===== src/rtl/msf_bit_decoder_pkg.sv =====
// Shared constants for the MSF time-signal bit decoder.
// Holds the tick counts (10 ms each, measured from a second-start edge) at
// which the decoder checks, samples and emits, the counter width, the FSM
// state encodings, and a saturating increment helper.
package msf_pkg;

  localparam int CNT_W       = 8;
  localparam int MSF_DATA_W  = 2;

  localparam logic [CNT_W-1:0] MSF_T_CHECK   = 8'd5;
  localparam logic [CNT_W-1:0] MSF_T_A       = 8'd15;
  localparam logic [CNT_W-1:0] MSF_T_B       = 8'd25;
  localparam logic [CNT_W-1:0] MSF_T_M       = 8'd45;
  localparam logic [CNT_W-1:0] MSF_T_EMIT    = 8'd50;
  localparam logic [CNT_W-1:0] MSF_T_GAP_MIN = 8'd90;
  localparam logic [CNT_W-1:0] MSF_T_TIMEOUT = 8'd150;

  localparam logic [1:0] ST_IDLE    = 2'd0;
  localparam logic [1:0] ST_MEASURE = 2'd1;
  localparam logic [1:0] ST_GAP     = 2'd2;

  // Increment that sticks at all-ones instead of wrapping to zero.
  function automatic logic [CNT_W-1:0] cnt_inc(input logic [CNT_W-1:0] v);
    return (v == {CNT_W{1'b1}}) ? v : v + 8'd1;
  endfunction

endpackage


===== src/rtl/msf_bit_decoder_sync.sv =====
// Two-flop synchronizer for the asynchronous MSF receiver output, plus a
// previous-value register used to detect the carrier-off (0->1) transition
// that marks the start of each second.
//   clk_i, rst_ni : clock and synchronous active-low reset
//   async_i       : raw receiver output
//   level_o       : synchronized level (msf_s)
//   rise_o        : high for one cycle when level_o has just gone 0->1
module msf_sync (
  input  logic clk_i,
  input  logic rst_ni,
  input  logic async_i,
  output logic level_o,
  output logic rise_o
);

  logic meta;
  logic level;
  logic prev;

  // Everything clears on reset so a line that is already high is only seen
  // as a rise once the synchronized value actually climbs from the cleared 0.
  always_ff @(posedge clk_i) begin
    if (!rst_ni) begin
      meta  <= 1'b0;
      level <= 1'b0;
      prev  <= 1'b0;
    end else begin
      meta  <= async_i;
      level <= meta;
      prev  <= level;
    end
  end

  assign level_o = level;
  assign rise_o  = level & ~prev;

endmodule


===== src/rtl/msf_bit_decoder.sv =====
// MSF time-signal bit decoder. Frames each second from the carrier-off
// edge, rejects short glitches, samples the A, B and marker bits at fixed
// tick offsets and emits one pulse per decoded second.
//   clk_i, rst_ni       : clock and synchronous active-low reset
//   tick_i              : single-cycle 100 Hz strobe (10 ms)
//   msf_i               : raw receiver output, 1 = carrier off
//   bits_valid_o        : one-cycle pulse per decoded second
//   bits_is_second_00_o : minute marker flag, qualified by bits_valid_o
//   bits_data_o         : {B, A}, qualified by bits_valid_o
//   sync_o              : high while second framing is locked
module msf_bit_decoder
  import msf_pkg::*;
(
  input  logic                  clk_i,
  input  logic                  rst_ni,
  input  logic                  tick_i,
  input  logic                  msf_i,
  output logic                  bits_valid_o,
  output logic                  bits_is_second_00_o,
  output logic [MSF_DATA_W-1:0] bits_data_o,
  output logic                  sync_o
);

  logic             msf_s;
  logic             rise;
  logic [1:0]       state;
  logic [CNT_W-1:0] cnt;
  logic [CNT_W-1:0] cnt_nxt;
  logic             bit_a;
  logic             bit_b;
  logic             bit_m;

  msf_sync u_sync (
    .clk_i   (clk_i),
    .rst_ni  (rst_ni),
    .async_i (msf_i),
    .level_o (msf_s),
    .rise_o  (rise)
  );

  assign cnt_nxt = cnt_inc(cnt);

  // Edges are only honoured in IDLE and late in GAP; when honoured they win
  // over a coincident tick, restarting the count at zero. During MEASURE the
  // line toggles with data, so only ticks advance the state there.
  always_ff @(posedge clk_i) begin
    if (!rst_ni) begin
      state               <= ST_IDLE;
      cnt                 <= '0;
      bit_a               <= 1'b0;
      bit_b               <= 1'b0;
      bit_m               <= 1'b0;
      bits_valid_o        <= 1'b0;
      bits_is_second_00_o <= 1'b0;
      bits_data_o         <= '0;
      sync_o              <= 1'b0;
    end else begin
      bits_valid_o <= 1'b0;
      case (state)
        ST_IDLE: begin
          if (rise) begin
            state <= ST_MEASURE;
            cnt   <= '0;
          end
        end

        ST_MEASURE: begin
          if (tick_i) begin
            cnt <= cnt_nxt;
            // Carrier already back on this early means it was a glitch.
            if (cnt_nxt == MSF_T_CHECK && !msf_s) state <= ST_IDLE;
            if (cnt_nxt == MSF_T_A) bit_a <= msf_s;
            if (cnt_nxt == MSF_T_B) bit_b <= msf_s;
            if (cnt_nxt == MSF_T_M) bit_m <= msf_s;
            if (cnt_nxt == MSF_T_EMIT) begin
              state <= ST_GAP;
              // Off through 450 ms only happens on the 500 ms minute marker,
              // which must also be off at the A and B sample points.
              if (!bit_m) begin
                bits_valid_o        <= 1'b1;
                bits_is_second_00_o <= 1'b0;
                bits_data_o         <= {bit_b, bit_a};
                sync_o              <= 1'b1;
              end else if (bit_a && bit_b) begin
                bits_valid_o        <= 1'b1;
                bits_is_second_00_o <= 1'b1;
                bits_data_o         <= 2'b00;
                sync_o              <= 1'b1;
              end
            end
          end
        end

        ST_GAP: begin
          if (rise && cnt >= MSF_T_GAP_MIN) begin
            state <= ST_MEASURE;
            cnt   <= '0;
          end else if (tick_i) begin
            cnt <= cnt_nxt;
            // No second start for 1.5 s: framing is lost.
            if (cnt_nxt == MSF_T_TIMEOUT) begin
              state  <= ST_IDLE;
              sync_o <= 1'b0;
            end
          end
        end

        default: state <= ST_IDLE;
      endcase
    end
  end

endmodule


===== config.mk =====
export PLATFORM = sky130hd
export DESIGN_NAME = msf_bit_decoder
export DESIGN_NICKNAME = d
export VERILOG_FILES = /design/src/rtl/msf_bit_decoder_pkg.sv /design/src/rtl/msf_bit_decoder_sync.sv /design/src/rtl/msf_bit_decoder.sv
export SDC_FILE = /design/constraint.sdc
export NUM_CORES = 1
export LEC_CHECK = 0
export ABC_AREA = 1
export CAP_MARGIN = 40
export CORE_AREA = 2 2 56 58
export CTS_BUF_LIST = sky130_fd_sc_hd__clkbuf_2
export CTS_CLUSTER_SIZE = 28
export DETAILED_ROUTE_END_ITERATION = 10
export DIE_AREA = 0 0 58 60
export PLACE_DENSITY = 0.82
export SLEW_MARGIN = 20
export SYNTH_ARGS = -nofsm -noshare
export SYNTH_HDL_FRONTEND = slang
export SYNTH_SLANG_ARGS = --single-unit

===== constraint.sdc =====
create_clock -name clk_i -period 4.95 [get_ports clk_i]
set_clock_uncertainty 0.1 [all_clocks]
set_input_delay 0.495 -clock clk_i [delete_from_list [all_inputs] [get_ports clk_i]]
set_output_delay 0.495 -clock clk_i [all_outputs]
set_load 0.02 [all_outputs]

* Word level (Yosys, flattened, before mapping)
Index checks and enable logic that the tools add are counted.
** Operators by class
- $add $sub $neg :: 1
- Order comparisons :: 1
- Equality and inequality tests :: 20
- Muxes and demuxes :: 26
- Bitwise gates (word level) :: 2
- Reduce and logical (&&, ||, !) cells :: 15
** Operators by type and width (number)
- two-way mux 8 bit :: 4
- case mux 8 bit (3 select lines) :: 1
- two-way mux 2 bit :: 9
- == test 8 x 6 -> 1 bit (second input constant) :: 2
- == test 8 bit (second input constant) :: 2
- inequality test 2 bit (second input constant) :: 6
- inequality test 3 bit (second input constant) :: 4
- two-way mux 1 bit :: 10
- AND reduction 3 bit :: 3
- adder 8 x 1 -> 8 bit (second input constant) :: 1
- == test 8 x 3 -> 1 bit (second input constant) :: 1
- == test 8 x 4 -> 1 bit (second input constant) :: 1
- == test 8 x 5 -> 1 bit (second input constant) :: 1
- greater-or-equal comparator 8 x 7 -> 1 bit (second input constant) :: 1
- AND reduction 4 bit :: 2
- AND reduction 7 bit :: 1
- case mux 2 bit (3 select lines) :: 1
- AND reduction 5 bit :: 1
- logical AND 1 bit :: 3
- nonzero test 3 bit :: 1
- == test 2 x 1 -> 1 bit (second input constant) :: 1
- == test 2 bit (second input constant) :: 1
- logical NOT 2 bit :: 1
- inequality test 2 x 1 -> 1 bit (second input constant) :: 1
- other kinds (6) :: 6
** Word-level totals
- Bits in registers :: 21
- Input bits :: 4
- Logic and storage cells :: 77

* Depth between registers and ports, before layout
- Depth in word-level cells :: 8
- Mapped depth :: 14
- Gate-level depth less buffers :: 14

* Hierarchy
Synthesis repeated with hierarchy kept, for this count alone.
** Unflattened totals
- Cell total of the unflattened synthesis :: 245
- Area total of the unflattened synthesis :: 1569.0 um^2
** Modules (own cells, without submodules)
- msf_bit_decoder :: times used 1, cells an instance 234, area each 1476.4 um^2, seq. area each 360.3 um^2
- msf_sync :: times used 1, cells an instance 11, area each 92.6 um^2, seq. area each 60.1 um^2

* Least setup slack after synthesis
OpenSTA, ideal clock, no wires.
- Path type :: reg2reg
- Start point :: reg cnt[1]
- End point :: reg sync_o
- Setup time :: 0.113 ns
- Arrival time :: 1.714 ns
- Path slack :: 3.022 ns
- Stages on the path, launching flop included :: 14
- Buffers on the path :: 1
- Clock period less this slack :: 1.928 ns
- Cells stage by stage :: dfxtp_1 > ha_1 > nand2_4 > nor2_4 > nand2_2 > buf_6 > nand3_4 > nand2_2 > nor2_4 > nand2_2 > nand2_1 > nand3_1 > o21ai_1 > nor2_1
** Between the ends
- Longest elaborated chain between the ends :: 5
- Elaborated cells on any way between the ends :: 11
- Classes of those cells :: 1 x add/sub; 1 x order compare; 6 x eq/ne; 1 x mux; 2 x reduce/logical
** RTL lines
- start, declared :: line msf_bit_decoder.sv:27 : logic [CNT_W-1:0] cnt;
- start signal, assigned :: line msf_bit_decoder.sv:69 : cnt <= cnt_nxt;
- start signal, assigned :: line msf_bit_decoder.sv:99 : cnt <= cnt_nxt;
- adder 8 x 1 -> 8 bit / == test 8 bit (equally long branches) :: line msf_bit_decoder_pkg.sv:24 : return (v == {CNT_W{1'b1}}) ? v : v + 8'd1;
- two-way mux 8 bit :: line msf_bit_decoder_pkg.sv:24
- == test 8 bit / == test 8 x 6 -> 1 bit (equally long branches) :: line msf_bit_decoder.sv:101, msf_bit_decoder.sv:75
- inequality test 2 bit (no line)
- AND reduction 7 bit (no line) (*)
- end signal, assigned :: line msf_bit_decoder.sv:83 : sync_o <= 1'b1;
- end signal, assigned :: line msf_bit_decoder.sv:88 : sync_o <= 1'b1;
- end signal, assigned :: line msf_bit_decoder.sv:103 : sync_o <= 1'b0;
- end, declared :: line msf_bit_decoder.sv:21 : output logic sync_o
Every way passes the cells marked *; elsewhere a longest branch is shown, timed or not.
A chain may end at the register's enable or synchronous reset.

* Final worst setup path
- Start point :: reg cnt[0]
- End point :: reg cnt[7]
** Between the ends
- Longest elaborated chain between the ends :: 5
- Elaborated cells on any way between the ends :: 8
- Classes of those cells :: 1 x add/sub; 1 x order compare; 1 x eq/ne; 4 x mux; 1 x reduce/logical
** RTL lines
- adder 8 x 1 -> 8 bit / == test 8 bit (equally long branches) :: line msf_bit_decoder_pkg.sv:24
- two-way mux 8 bit :: line msf_bit_decoder_pkg.sv:24
- two-way mux 8 bit :: line msf_bit_decoder.sv:68, msf_bit_decoder.sv:98
- two-way mux 8 bit :: line msf_bit_decoder.sv:95 : if (rise && cnt >= MSF_T_GAP_MIN) begin
- case mux 8 bit (3 select lines) (*) :: line msf_bit_decoder.sv:59 : case (state)
Marks and branches as above.

==> results.sh <==
export IMPL_finish_net_count=255
export IMPL_synth_net_count=247
export IMPL_worst_slew_pin_transition_ns=0.583
export IMPL_num_io_pins=9
export IMPL_die_height_um=60
export IMPL_cp_required_ns=5.15
export IMPL_synth_ff_latch_count=21
export IMPL_post_synth_instance_area_mm2=0.00153
export IMPL_globalRouteTotalUtil=0.196
export IMPL_critical_path_slowest_cell="sky130_fd_sc_hd__dfxtp_1"
export IMPL_maximum_number_of_pins_on_one_net_before_global_route_repair=16
export IMPL_maxSlewViolCount=0
export IMPL_die_area_mm2=0.00348
export IMPL_drive_gt1_frac=0.112
export IMPL_finalHoldViolCount=0
export IMPL_route_antenna_remaining_nets=0
export IMPL_most_used_cells_in_the_layout_excluding_fill_and_tap_cells="sky130_fd_sc_hd__nand2_1, sky130_fd_sc_hd__inv_1, sky130_fd_sc_hd__nor2_1, sky130_fd_sc_hd__dfxtp_1, sky130_fd_sc_hd__a21oi_1"
export IMPL_grt_pass1_vias=1303
export IMPL_power_density_mw_per_mm2=275
export IMPL_cts_tree="done"
export IMPL_minimum_clock_period_after_layout_ns=2.29
export IMPL_detail_route_iter0_violations=48
export IMPL_drt_wl_total_um=3030
export IMPL_status="complete, no violations"
export IMPL_sequential_share_of_the_synthesized_area=0.275
export IMPL_grt_overflow=0
export IMPL_drc=0
export IMPL_worstHoldPathType="flop to flop"
export IMPL_clk_root_buffer_cell="sky130_fd_sc_hd__clkbuf_2"
export IMPL_clk_pin_slew_worst_paths_ns=0.23
export IMPL_worstPathMaxFanout=8
export IMPL_cts_max_path_buffers=2
export IMPL_core_area_mm2=0.00290
export IMPL_yosys_cell_types_count=28
export IMPL_power_ir_vdd_worst_uv=236
export IMPL_multiInputGateArea_um2=933
export IMPL_routabilityCongestion=0.906
export IMPL_stdcell_count=275
export IMPL_timing_final_setup_violations=0
export IMPL_detail_route_vias_per_cell=5.23
export IMPL_syn_avg_cell_area_um2=6.50
export IMPL_most_common_library_cell_in_the_layout_ignoring_fill_and_taps="sky130_fd_sc_hd__nand2_1"
export IMPL_critical_path_depth=9
export IMPL_worstSetupStartpointType="flop"
export IMPL_worst_hold_startpoint="u_sync.meta$_SDFF_PN0_"
export IMPL_die_width_um=58
export IMPL_power_static_leakage_uw=0.000691
export IMPL_number_of_fillers_in_the_final_layout=273
export IMPL_cp_end_kind="flop"
export IMPL_post_cts_repair_setup_buffers=0
export IMPL_fmaxAchievable_ghz=0.438
export IMPL_max_slew_margin_rel=0.610
export IMPL_dpl_worst_slack_ns=2.63
export IMPL_top_cell_family_by_delay_on_the_critical_path="simple AND/OR/NAND/NOR gates"
export IMPL_place_hpwl_um=2350
export IMPL_crit_path_end="cnt[7]$_SDFFE_PN0P_"
export IMPL_ctsHtreeMaxLevel=1
export IMPL_number_of_antenna_violations_at_the_first_check_in_global_routing=0
export IMPL_ys_warnings_count=0
export IMPL_core_rowCount=20
export IMPL_dp_cells=271
export IMPL_start_util=0.526
export IMPL_criticalPathCategory="flop to flop"
export IMPL_post_cts_hold_buffer_count=0
export IMPL_finalSetupTns_ns=0
export IMPL_crit_reg2reg_launch="cnt[0]$_SDFFE_PN0P_"
export IMPL_wl_per_cell_um=11.0
export IMPL_grt_pass1_wl_um=5320
export IMPL_areaGrowthSynthToFinish_pct=7.05
export IMPL_period_share=0.462
export IMPL_path_cells="inv_2, ha_1, nor3_1, o21ai_0, a31oi_1, nor2_1, nor2_1, nand2_1, a21oi_1"
export IMPL_diodes=0
export IMPL_clkSinkCount=21
export IMPL_max_capacitance_violation_count=0
export IMPL_ctsResizeCount=0
export IMPL_cts_buffers_inserted=3
export IMPL_io_buffer_count=8
export IMPL_crit_buf_inv=1
export IMPL_dr_pass1_iters=4
export IMPL_insertion_delay_ns=0.34
export IMPL_worstReg2RegEnd="cnt[7]$_SDFFE_PN0P_"
export IMPL_slowest_delay_ns=0.52
export IMPL_setup_worst_path_start="cnt[0]$_SDFFE_PN0P_"
export IMPL_postSynthCellCount=235
export IMPL_cp_data_arrival_time_ns=2.48
export IMPL_worst_slack_ns=2.66
export IMPL_sequential_cell_area_um2=420
export IMPL_worst_path_most_repeated_cell="sky130_fd_sc_hd__nor2_1"
export IMPL_grt_setup_unrepaired="no"
export IMPL_setup_reg_to_reg_worst_slack_ns=2.66
export IMPL_dr_total_vias=1439
export IMPL_r2r_cells=9
[cells by family after synthesis]
family                   Yosys count  synth area share
AO/OA/AOI/OAI                     34             0.115
XOR/XNOR                           1           0.00574
adder cells (fa/ha/maj)            8            0.0656
buffers and inverters             42             0.113
flip-flops                        21             0.275
AND/OR/NAND/NOR                  129             0.425
[worst min-delay path: stages (launching register included)]
cell	delay, ns
sky130_fd_sc_hd__dfxtp_1	0.35
sky130_fd_sc_hd__nand2_1	0.05
sky130_fd_sc_hd__inv_1	0.03
[cells in the mapped netlist]
cell type / n / share of area
sky130_fd_sc_hd__a211oi_1: 1 / 0.0049
sky130_fd_sc_hd__a21oi_1: 19 / 0.062
sky130_fd_sc_hd__a31oi_1: 1 / 0.0041
sky130_fd_sc_hd__buf_6: 2 / 0.015
sky130_fd_sc_hd__clkbuf_1: 3 / 0.0074
sky130_fd_sc_hd__dfxtp_1: 21 / 0.28
sky130_fd_sc_hd__ha_1: 8 / 0.066
sky130_fd_sc_hd__inv_1: 34 / 0.084
sky130_fd_sc_hd__inv_2: 3 / 0.0074
sky130_fd_sc_hd__nand2_1: 68 / 0.17
sky130_fd_sc_hd__nand2_2: 3 / 0.012
sky130_fd_sc_hd__nand2_4: 1 / 0.0074
sky130_fd_sc_hd__nand3_1: 10 / 0.033
sky130_fd_sc_hd__nand3_2: 4 / 0.026
sky130_fd_sc_hd__nand3_4: 2 / 0.023
sky130_fd_sc_hd__nand4_1: 6 / 0.025
sky130_fd_sc_hd__nor2_1: 21 / 0.052
sky130_fd_sc_hd__nor2_2: 3 / 0.012
sky130_fd_sc_hd__nor2_4: 3 / 0.022
sky130_fd_sc_hd__nor3_1: 3 / 0.0098
sky130_fd_sc_hd__nor3_2: 2 / 0.013
sky130_fd_sc_hd__nor3_4: 1 / 0.011
sky130_fd_sc_hd__nor4_2: 1 / 0.0082
sky130_fd_sc_hd__o21ai_0: 11 / 0.036
sky130_fd_sc_hd__o21ai_1: 1 / 0.0033
sky130_fd_sc_hd__o22ai_1: 1 / 0.0041
sky130_fd_sc_hd__or2_0: 1 / 0.0041
sky130_fd_sc_hd__xor2_1: 1 / 0.0057
[registers in the layout, summed over array words and instances, names as in the netlist]
signal,cells
bit_a,1
bit_b,1
bit_m,1
bits_data_o,2
bits_is_second_00_o,1
bits_valid_o,1
cnt,8
state,2
sync_o,1
u_sync.level_o,1
u_sync.meta,1
u_sync.prev,1
[through the flow]
step / total power, uW / utilization / area (um^2) / hold WS [ns]
final: 450 / 0.563 / 1630 / 0.337
after global routing: 487 / 0.563 / 1630 / 0.379
after CTS: 451 / 0.563 / 1630 / 0.339
after detailed placement: 377 / 0.556 / 1610 / 0.305
after global placement: 376 / 0.556 / 1610 / 0.307
after floorplan: 337 / - / 1530 / 0.290
[routing by layer]
layer  GRT usage  share of wire  vias to the layer above
met5           0              0                        -
met4      0.0664          0.014                        0
li1            -              -                      760
met1       0.257           0.47                      639
met3      0.0195          0.037                        6
met2       0.336           0.48                       34
[how the worst min path moves through the flow]
stage	end	slack, ns	cells past startpoint
floorplan	u_sync.level_o$_SDFF_PN0_	0.29	2
global placement	u_sync.level_o$_SDFF_PN0_	0.31	2
detailed placement	u_sync.level_o$_SDFF_PN0_	0.30	2
CTS	u_sync.level_o$_SDFF_PN0_	0.34	2
global route	u_sync.level_o$_SDFF_PN0_	0.38	2
finish	u_sync.level_o$_SDFF_PN0_	0.34	2
[final cells by class]
type,instances,area share
multi-input combinational,172,0.571
sequential,21,0.257
inverter,37,0.0850
timing repair buffer,8,0.0490
tap,33,0.0253
clock buffer,3,0.00919
clock inverter,1,0.00306
[power breakdown]
group          leakage [uW]  switching [uW]  internal [uW]  total [uW]
Sequential         0.000170            9.59            181         191
Combinational      0.000504             120           62.6         182
Clock             0.0000164            58.3           18.3        76.6
Total              0.000691             188            262         450
(Power assumes the default switching activity.)
